==> config.mk <==
export PLATFORM = sky130hd
export DESIGN_NAME = memory_read_sequencer
export DESIGN_NICKNAME = d
export VERILOG_FILES = /design/src/rtl/memory_read_sequencer.sv
export SDC_FILE = /design/constraint.sdc
export NUM_CORES = 1
export LEC_CHECK = 0
export ABC_AREA = 0
export CAP_MARGIN = 20
export CORE_ASPECT_RATIO = 1.4
export CORE_UTILIZATION = 50
export CTS_CLUSTER_DIAMETER = 120
export DETAILED_ROUTE_END_ITERATION = 10
export PLACE_DENSITY = 0.8
export SETUP_SLACK_MARGIN = 0.15
export SYNTH_ARGS = -nofsm -noshare
export SYNTH_HDL_FRONTEND = slang
export SYNTH_SLANG_ARGS = --single-unit
==> constraint.sdc <==
create_clock -name clk_in -period 3.6 [get_ports clk_in]
set_input_delay 0.72 -clock clk_in [delete_from_list [all_inputs] [get_ports clk_in]]
set_output_delay 0.72 -clock clk_in [all_outputs]
set_load 0.1 [all_outputs]
==> src/rtl/memory_read_sequencer.sv <==
// Multi-bank cell-memory read sequencer: fetches one word per bank channel from a
// synchronous RAM, tracks read latency with a tag pipeline and publishes all channels at once.
module memory_read_sequencer #(
  parameter int DATA_W      = 24,
  parameter int ADDR_W      = 13,
  parameter int NUM_CH      = 2,
  parameter int ROW_BITS    = 5,
  parameter int COL_BITS    = 7,
  parameter int BANK_STRIDE = 4096,
  parameter int RD_LAT      = 1
) (
  input  logic                     clk_in,
  input  logic                     rst_n_in,
  input  logic                     start_in,
  input  logic                     flush_in,
  input  logic [ROW_BITS-1:0]      row_in,
  input  logic [COL_BITS-1:0]      col_in,
  output logic [ADDR_W-1:0]        read_addr,
  output logic                     rd_en,
  input  logic [DATA_W-1:0]        mem_data_in,
  output logic [NUM_CH*DATA_W-1:0] data_out,
  output logic                     valid_out,
  output logic                     busy_out,
  output logic [1:0]               state_dbg
);

  // Handshake: start_in is accepted only in IDLE/DONE without flush_in; each accepted
  // request yields exactly one valid_out pulse unless flushed or reset; no backpressure.

  localparam int CNT_W = $clog2(NUM_CH + 1);
  localparam int AW4   = ADDR_W + 4;
  localparam logic [CNT_W-1:0] NUM_CH_C  = CNT_W'(NUM_CH);
  localparam logic [CNT_W-1:0] LAST_CH_C = CNT_W'(NUM_CH - 1);

  if (NUM_CH < 1 || NUM_CH > 8) begin : g_bad_num_ch
    $error("NUM_CH must be 1..8");
  end
  if (RD_LAT < 1 || RD_LAT > 4) begin : g_bad_rd_lat
    $error("RD_LAT must be 1..4");
  end
  if (NUM_CH * BANK_STRIDE > 2 ** ADDR_W) begin : g_bad_banks
    $error("NUM_CH*BANK_STRIDE exceeds the address space");
  end
  if (2 ** (ROW_BITS + COL_BITS) > BANK_STRIDE) begin : g_bad_stride
    $error("row/column space exceeds BANK_STRIDE");
  end

  typedef enum logic [1:0] {IDLE = 2'd0, ISSUE = 2'd1, DRAIN = 2'd2, DONE = 2'd3} state_t;

  state_t                          state_q, state_d;
  logic [ROW_BITS-1:0]             row_q, row_d;
  logic [COL_BITS-1:0]             col_q, col_d;
  logic [CNT_W-1:0]                iss_q, iss_d;
  logic [ADDR_W-1:0]               read_addr_q, read_addr_d;
  logic                            rd_en_q, rd_en_d;
  logic [RD_LAT-1:0]               tag_vld_q, tag_vld_d;
  logic [RD_LAT-1:0][CNT_W-1:0]    tag_ch_q, tag_ch_d;
  logic [NUM_CH*DATA_W-1:0]        stage_q, stage_d;
  logic [NUM_CH*DATA_W-1:0]        data_out_q, data_out_d;
  logic                            valid_q, valid_d;
  logic                            busy_q, busy_d;

  logic             accept, busy_st, cap_vld, last_cap;
  logic [CNT_W-1:0] cap_ch;

  function automatic logic [ADDR_W-1:0] calc_addr(input logic [CNT_W-1:0]    ch,
                                                  input logic [ROW_BITS-1:0] row,
                                                  input logic [COL_BITS-1:0] col);
    return ADDR_W'(AW4'(ch) * AW4'(BANK_STRIDE) + (AW4'(row) << COL_BITS) + AW4'(col));
  endfunction

  assign busy_st  = (state_q == ISSUE) || (state_q == DRAIN);
  assign accept   = ((state_q == IDLE) || (state_q == DONE)) && start_in && !flush_in;
  // The oldest tag stage marks the cycle whose RAM data must be captured at this edge.
  assign cap_vld  = tag_vld_q[RD_LAT-1];
  assign cap_ch   = tag_ch_q[RD_LAT-1];
  assign last_cap = cap_vld && (cap_ch == LAST_CH_C);

  always_ff @(posedge clk_in or negedge rst_n_in) begin
    if (!rst_n_in) begin
      state_q     <= IDLE;
      row_q       <= '0;
      col_q       <= '0;
      iss_q       <= '0;
      read_addr_q <= '0;
      rd_en_q     <= 1'b0;
      tag_vld_q   <= '0;
      tag_ch_q    <= '0;
      stage_q     <= '0;
      data_out_q  <= '0;
      valid_q     <= 1'b0;
      busy_q      <= 1'b0;
    end else begin
      state_q     <= state_d;
      row_q       <= row_d;
      col_q       <= col_d;
      iss_q       <= iss_d;
      read_addr_q <= read_addr_d;
      rd_en_q     <= rd_en_d;
      tag_vld_q   <= tag_vld_d;
      tag_ch_q    <= tag_ch_d;
      stage_q     <= stage_d;
      data_out_q  <= data_out_d;
      valid_q     <= valid_d;
      busy_q      <= busy_d;
    end
  end

  always_comb begin
    state_d = state_q;
    case (state_q)
      IDLE:  if (accept) state_d = ISSUE;
      ISSUE: begin
        if (flush_in)               state_d = IDLE;
        else if (last_cap)          state_d = DONE;
        else if (iss_q == NUM_CH_C) state_d = DRAIN;
      end
      DRAIN: begin
        if (flush_in)      state_d = IDLE;
        else if (last_cap) state_d = DONE;
      end
      DONE:    state_d = accept ? ISSUE : IDLE;
      default: state_d = IDLE;
    endcase
  end

  always_comb begin
    row_d       = row_q;
    col_d       = col_q;
    iss_d       = iss_q;
    read_addr_d = '0;
    rd_en_d     = 1'b0;
    stage_d     = stage_q;
    data_out_d  = data_out_q;
    valid_d     = 1'b0;
    busy_d      = busy_q;
    tag_vld_d   = '0;
    tag_ch_d    = '0;
    tag_vld_d[0] = rd_en_q;
    tag_ch_d[0]  = iss_q - CNT_W'(1);
    for (int j = 1; j < RD_LAT; j++) begin
      tag_vld_d[j] = tag_vld_q[j-1];
      tag_ch_d[j]  = tag_ch_q[j-1];
    end

    if (accept) begin
      // Channel 0 goes out straight from the request inputs so it appears in cycle 1.
      row_d       = row_in;
      col_d       = col_in;
      read_addr_d = calc_addr('0, row_in, col_in);
      rd_en_d     = 1'b1;
      iss_d       = CNT_W'(1);
      busy_d      = 1'b1;
    end else if (busy_st) begin
      if (flush_in) begin
        iss_d     = '0;
        busy_d    = 1'b0;
        stage_d   = '0;
        tag_vld_d = '0;
        tag_ch_d  = '0;
      end else begin
        if (cap_vld) begin
          for (int k = 0; k < NUM_CH; k++) begin
            if (cap_ch == CNT_W'(k)) stage_d[k*DATA_W +: DATA_W] = mem_data_in;
          end
        end
        if (iss_q < NUM_CH_C) begin
          read_addr_d = calc_addr(iss_q, row_q, col_q);
          rd_en_d     = 1'b1;
          iss_d       = iss_q + CNT_W'(1);
        end
        if (last_cap) begin
          data_out_d = stage_d;
          valid_d    = 1'b1;
          busy_d     = 1'b0;
          iss_d      = '0;
        end
      end
    end else begin
      busy_d = 1'b0;
      iss_d  = '0;
    end
  end

  assign read_addr = read_addr_q;
  assign rd_en     = rd_en_q;
  assign data_out  = data_out_q;
  assign valid_out = valid_q;
  assign busy_out  = busy_q;
  assign state_dbg = state_q;

endmodule

==> flow_summary.toml, run 1 <==
[run_status]
status = "complete, no violations"

[worst_setup_path]
cp.arrival_ns = 1.91
cp.buffers_inverters = 1
path_cells = "clkdlybuf4s50_1"
cp.required_ns = 2.88
max_stage_delay_ns = 1.16
crit_fanout = 5
path_class = "reg -> out"
endpoint_kind = "primary output"
cpLargestDelayFamily = "buffers and inverters"
start_kind = "flip-flop"
crit_slowest_cell = "clkdlybuf4s50_1"

[cells_and_area]
layout-drive-gt1-share = 0.135
fin_util = 0.670
final_common_cell = "dfrtp_1"
n_antenna_cell = 0
n_fill_cell = 655
seqCellArea_mm2 = 0.00268
fin_area_mm2 = 0.00602
nets = 537
layout_common_cells = "107 x dfrtp_1, 104 x clkdlybuf4s50_1, 49 x nand2_1, 30 x inv_1, 27 x nor2_1"
multiInputGateArea_mm2 = 0.00165
area_delta_synth_final_pct = 31.3

[grt]
overflow = 0
grt_pass1_vias = 3272
antenna_found_initial = 0
grt_pass1_wl_mm = 15.8
grt_usage = 0.209
grt_max_degree = 59

[routing]
wl_per_cell_um = 15.6
drc = 0
totalWireLength_mm = 9.42
first_iter_violations = 218
ant_nets = 0
drt_pass1_iterations = 4
via_per_inst = 5.43
vias = 3267

[clocking]
clock-sinks = 107
clkSlewWorstSetupHoldPaths_ns = 0.07
post_cts_buffers = 0
clockBufferDepth = 2
clkLatencyLatePin_ns = 0.34
hold_buffers = 0
cts_resized = 0
htreeDepth = 3
cts_root_buf = "clkbuf_16"
cts_inserted_buffers = 9
cts_tree = "yes"

[timing]
slew_headroom = 0.320
timing_hold_violations_final = 0
tns_ns = 0
rsz0062_at_grt = "no"
finalSetupViolCount = 0
worst_pin_slew_ns = 1.02
finalCritPeriodShare = 0.731
holdWs_ns = 0.410
fin_crit_ns = 2.63
fin_worst_skew_ns = 0.00835
fmax_mhz = 380
drv_slew = 0

[logic_synthesis]
yosys-mux-area-fraction = 0.113
async_reset_ff_frac = 1.00
synth_flop_cell = "dfrtp_1"
netlist_instances = 392
synth.ff_latch_count = 107
yosysWarnings = 0
synth_nets = 439
synth_adder_area_share = 0.0191
syn_area_mm2 = 0.00458
synth_top_family_by_area = "compound AO/OA/AOI/OAI gates"
ys_seq_area_frac = 0.584
postSynthAreaPerCell_um2 = 11.7
synth_xor_area_frac = 0
synth.distinct_cells = 30
synth_edf_count = 0
synthSimpleGateAreaFrac = 0.0803
synth_compound_area_frac = 0.145

[die]
core_mm2 = 0.00898
start_util = 0.511
num_rows = 41
ios = 106
die_h_um = 115
dieArea_mm2 = 0.00956
fp.dieW_um = 82.9

[placed_design]
post_dp_cell_area_mm2 = 0.00569
dp_hpwl_mm = 6.45
portBuffers = 105
gp_congestion = 0.774

[flow_run]
drv_cap = 0

[hold_path]
hold_path_class = "in -> async"
## through the flow
step | setup WS, ns | cells
after global placement | 0.875 | 586
after global routing | 0.846 | 602
after detailed placement | 0.829 | 586
final | 0.967 | 602
after floorplan | 1.11 | 392
after CTS | 0.952 | 602
## layout make-up
cell class	instances	share of cell area
Timing Repair Buffer	113	0.186
Inverter	30	0.0187
Sequential cell	107	0.445
Clock buffer	13	0.0466
Tap cell	107	0.0222
Clock inverter	3	0.00728
Multi-Input combinational cell	229	0.274
## synthesized netlist by cell type, types with 3 or more instances
cell | n | share of area
o21ai_0 | 3 | 0.0033
dfrtp_1 | 107 | 0.58
a31oi_1 | 25 | 0.034
a21oi_1 | 5 | 0.0055
buf_4 | 3 | 0.0049
a21boi_1 | 12 | 0.020
nand2_1 | 49 | 0.040
inv_1 | 30 | 0.025
mux2_4 | 24 | 0.079
o22ai_1 | 24 | 0.033
a22o_1 | 12 | 0.023
and2_1 | 4 | 0.0055
buf_6 | 5 | 0.012
nor2_1 | 27 | 0.022
ha_1 | 7 | 0.019
clkbuf_1 | 8 | 0.0066
a21boi_0 | 14 | 0.023
mux2_2 | 13 | 0.032
buf_2 | 9 | 0.0098
## state kept, by name, summed over array words and instances (netlist names)
name       count
busy_out       1
cap_ch         2
cap_vld        1
col_q          7
data_out      48
iss_q          2
rd_en          1
read_addr     13
row_q          5
stage_q       24
state_dbg      2
valid_out      1
## worst paths after layout
path	depth (start not counted)	start	slack [ns]	end
min in group clk_in	1	iss_q[0]	0.48	cap_ch[0]
worst min register to register	1	iss_q[0]	0.48	cap_ch[0]
worst max-delay path	1	state_dbg[0]	0.97	state_dbg[0]
max in group asynchronous	2	rst_n_in	2.46	data_out[44]
worst min-delay path	1	rst_n_in	0.41	data_out[29]
worst max register to register	6	state_dbg[0]	1.02	row_q[1]
## routing by layer
layer  global-route usage  share of wire
met1                0.252           0.41
met2                0.355           0.51
met3               0.0546          0.055
met4               0.0966          0.018
met5                    0              0
## kinds of logic (layout without fill, tap and decap cells)
kind of cell	after synthesis	in the layout
fa+ha+maj	7	7
mux	38	38
compound gates	97	97
flops	107	107
simple gates	87	87
buf+inv	56	159
Power of run 1 is not shown: default switching activity piles up to over one toggle a cycle in this logic, so the estimate is an artifact.
==> run 2: changes to the inputs <==
--- a/config.mk
+++ b/config.mk
@@ -8,10 +8,10 @@
 export ABC_AREA = 0
 export CAP_MARGIN = 20
 export CORE_ASPECT_RATIO = 1.4
-export CORE_UTILIZATION = 50
+export CORE_UTILIZATION = 49
 export CTS_CLUSTER_DIAMETER = 120
 export DETAILED_ROUTE_END_ITERATION = 10
-export PLACE_DENSITY = 0.8
+export PLACE_DENSITY = 0.78
 export SETUP_SLACK_MARGIN = 0.15
 export SYNTH_ARGS = -nofsm -noshare
 export SYNTH_HDL_FRONTEND = slang
==> constraint.sdc (replaced) <==
create_clock -name clk_in -period 2.69 [get_ports clk_in]
set_input_delay 0.538 -clock clk_in [delete_from_list [all_inputs] [get_ports clk_in]]
set_output_delay 0.538 -clock clk_in [all_outputs]
set_load 0.1 [all_outputs]
==> run 2 against run 1 <==
Wire length is 1.1% higher. Largest cell class unchanged. Clock skew rose by 0.00094 ns. Cell count fell by 0.17%. Register-to-register slack worse by 0.47 ns. Worst setup slack worse by 0.42 ns. First-iteration DRC count fell by 39%. Die area up 2.0%. Count of clock-buffer cells in the layout shrank 2. Critical endpoint is now col_q[3].
==> flow_summary.toml, run 2 (synthesis results as in run 1) <==
[timing]
slew_headroom = 0.430
timing_hold_violations_final = 0
fin_worst_skew_ns = 0.00929
finalCritPeriodShare = 0.796
finalSetupViolCount = 0
fmax_mhz = 467
rsz0062_at_grt = "no"
fin_crit_ns = 2.14
tns_ns = 0
worst_pin_slew_ns = 0.855
drv_slew = 0

[cells_and_area]
layout-drive-gt1-share = 0.269
layout_common_cells = "107 x dfrtp_1, 73 x buf_4, 49 x nand2_1, 38 x clkdlybuf4s50_1, 30 x inv_1"
final_common_cell = "dfrtp_1"
nets = 538
largest_reg_flops = 48
area_delta_synth_final_pct = 27.4
n_fill_cell = 720
n_antenna_cell = 0

[routing]
via_per_inst = 5.34
vias = 3210
drt_pass1_iterations = 4
totalWireLength_mm = 9.52
drc = 0
wl_per_cell_um = 15.8
ant_nets = 0
first_iter_violations = 132

[worst_setup_path]
path_cells = "inv_1 -> ha_1 -> buf_4 -> nor3b_2 -> buf_4 -> mux2_2"
r2r_start = "state_dbg[0]"
crit_fanout = 28
ff2ff_setup_slack_ns = 0.55
max_stage_delay_ns = 0.42
cp.required_ns = 2.92
cp_common_cell = "buf_4"
crit_slowest_cell = "dfrtp_1"
cp.arrival_ns = 2.37
path_class = "reg -> reg"
reg2regPathDepth = 6
start_kind = "flip-flop"
r2r_end = "col_q[3]"
endpoint_kind = "flip-flop"

[grt]
grt_pass1_vias = 3265
grt_pass1_wl_mm = 15.8
grt_max_degree = 58
antenna_found_initial = 0
grt_usage = 0.208
overflow = 0

[placed_design]
gp_congestion = 0.794
portBuffers = 105
dp_hpwl_mm = 6.50

[clocking]
cts_inserted_buffers = 9
clkLatencyLatePin_ns = 0.35
clkSlewWorstSetupHoldPaths_ns = 0.07
clock-sinks = 107
post_cts_buffers = 0
htreeDepth = 3
cts_root_buf = "clkbuf_16"
cts_tree = "yes"
clockBufferDepth = 2

[die]
dieArea_mm2 = 0.00975
ios = 106
core_mm2 = 0.00903
die_h_um = 116
fp.dieW_um = 83.7
num_rows = 41
start_util = 0.508

[flow_run]
drv_cap = 0

[run_status]
status = "complete, no violations"

[hold_path]
hold_path_class = "in -> async"
run 2: cell types whose count changed in the layout (fill, tap and decap cells not counted), moves of 2 or more:
cell             before  now
buf_12                1    3
clkdlybuf4s50_1     104   38
buf_4                 8   73
clkbuf_8              4    2
clkinvlp_4            0    2
run 2: critical path: cells and delay by family, from the launching register on:
kind	cells	cell delay, ns
AND/OR/NAND/NOR	1	0.24
flip-flops	1	0.42
multiplexers	1	0.37
buffers and inverters	3	0.65
adder cells (fa/ha/maj)	1	0.34
run 2: stage by stage:
stage	util	worst slack, ns	instances	area, um^2	hold slack [ns]
floorplan	-	0.203	392	4580	0.242
global placement	0.616	0.404	587	5560	0.463
detailed placement	0.616	0.324	587	5560	0.472
CTS	0.647	0.330	601	5840	0.272
global route	0.647	0.375	601	5840	0.295
finish	0.647	0.548	601	5840	0.240
run 2: per-layer routing:
layer  vias to the layer above  global-route usage  routed length (um)  part of all wire
met5                         -                   0                   0                 0
met4                         0               0.105                 210             0.022
met3                        14              0.0572                 721             0.076
met2                       107               0.344                4780              0.50
met1                      1549               0.252                3810              0.40
li1                       1540                   -                   -                 -
run 2: worst max path at each step:
| stage | start | to | slack, ns |
|---|---|---|---|
| finish | state_dbg[0] | col_q[3] | 0.55 |
| floorplan | state_dbg[1] | data_out[24] | 0.20 |
| global route | state_dbg[0] | col_q[6] | 0.37 |
| CTS | state_dbg[0] | stage_q[5] | 0.33 |
| detailed placement | flush_in | read_addr[10] | 0.32 |
| global placement | flush_in | read_addr[5] | 0.40 |
run 2: layout make-up:
class	count	area [um^2]	area share
sequential	107	2680	0.459
multi-input combinational	229	1650	0.283
timing repair buffer	114	988	0.169
clock buffer	11	253	0.0433
tap	107	134	0.0229
inverter	30	113	0.0193
clock inverter	3	23.8	0.00407
run 2: what timing repair did:
| item | 4_1_cts | 5_1_grt |
|---|---|---|
| hold buffers | 0 | 0 |
| resized for setup | 0 | 1 |
| endpoints found under the setup margin | 0 | 6 |
Power of run 2 is left out for the same reason.
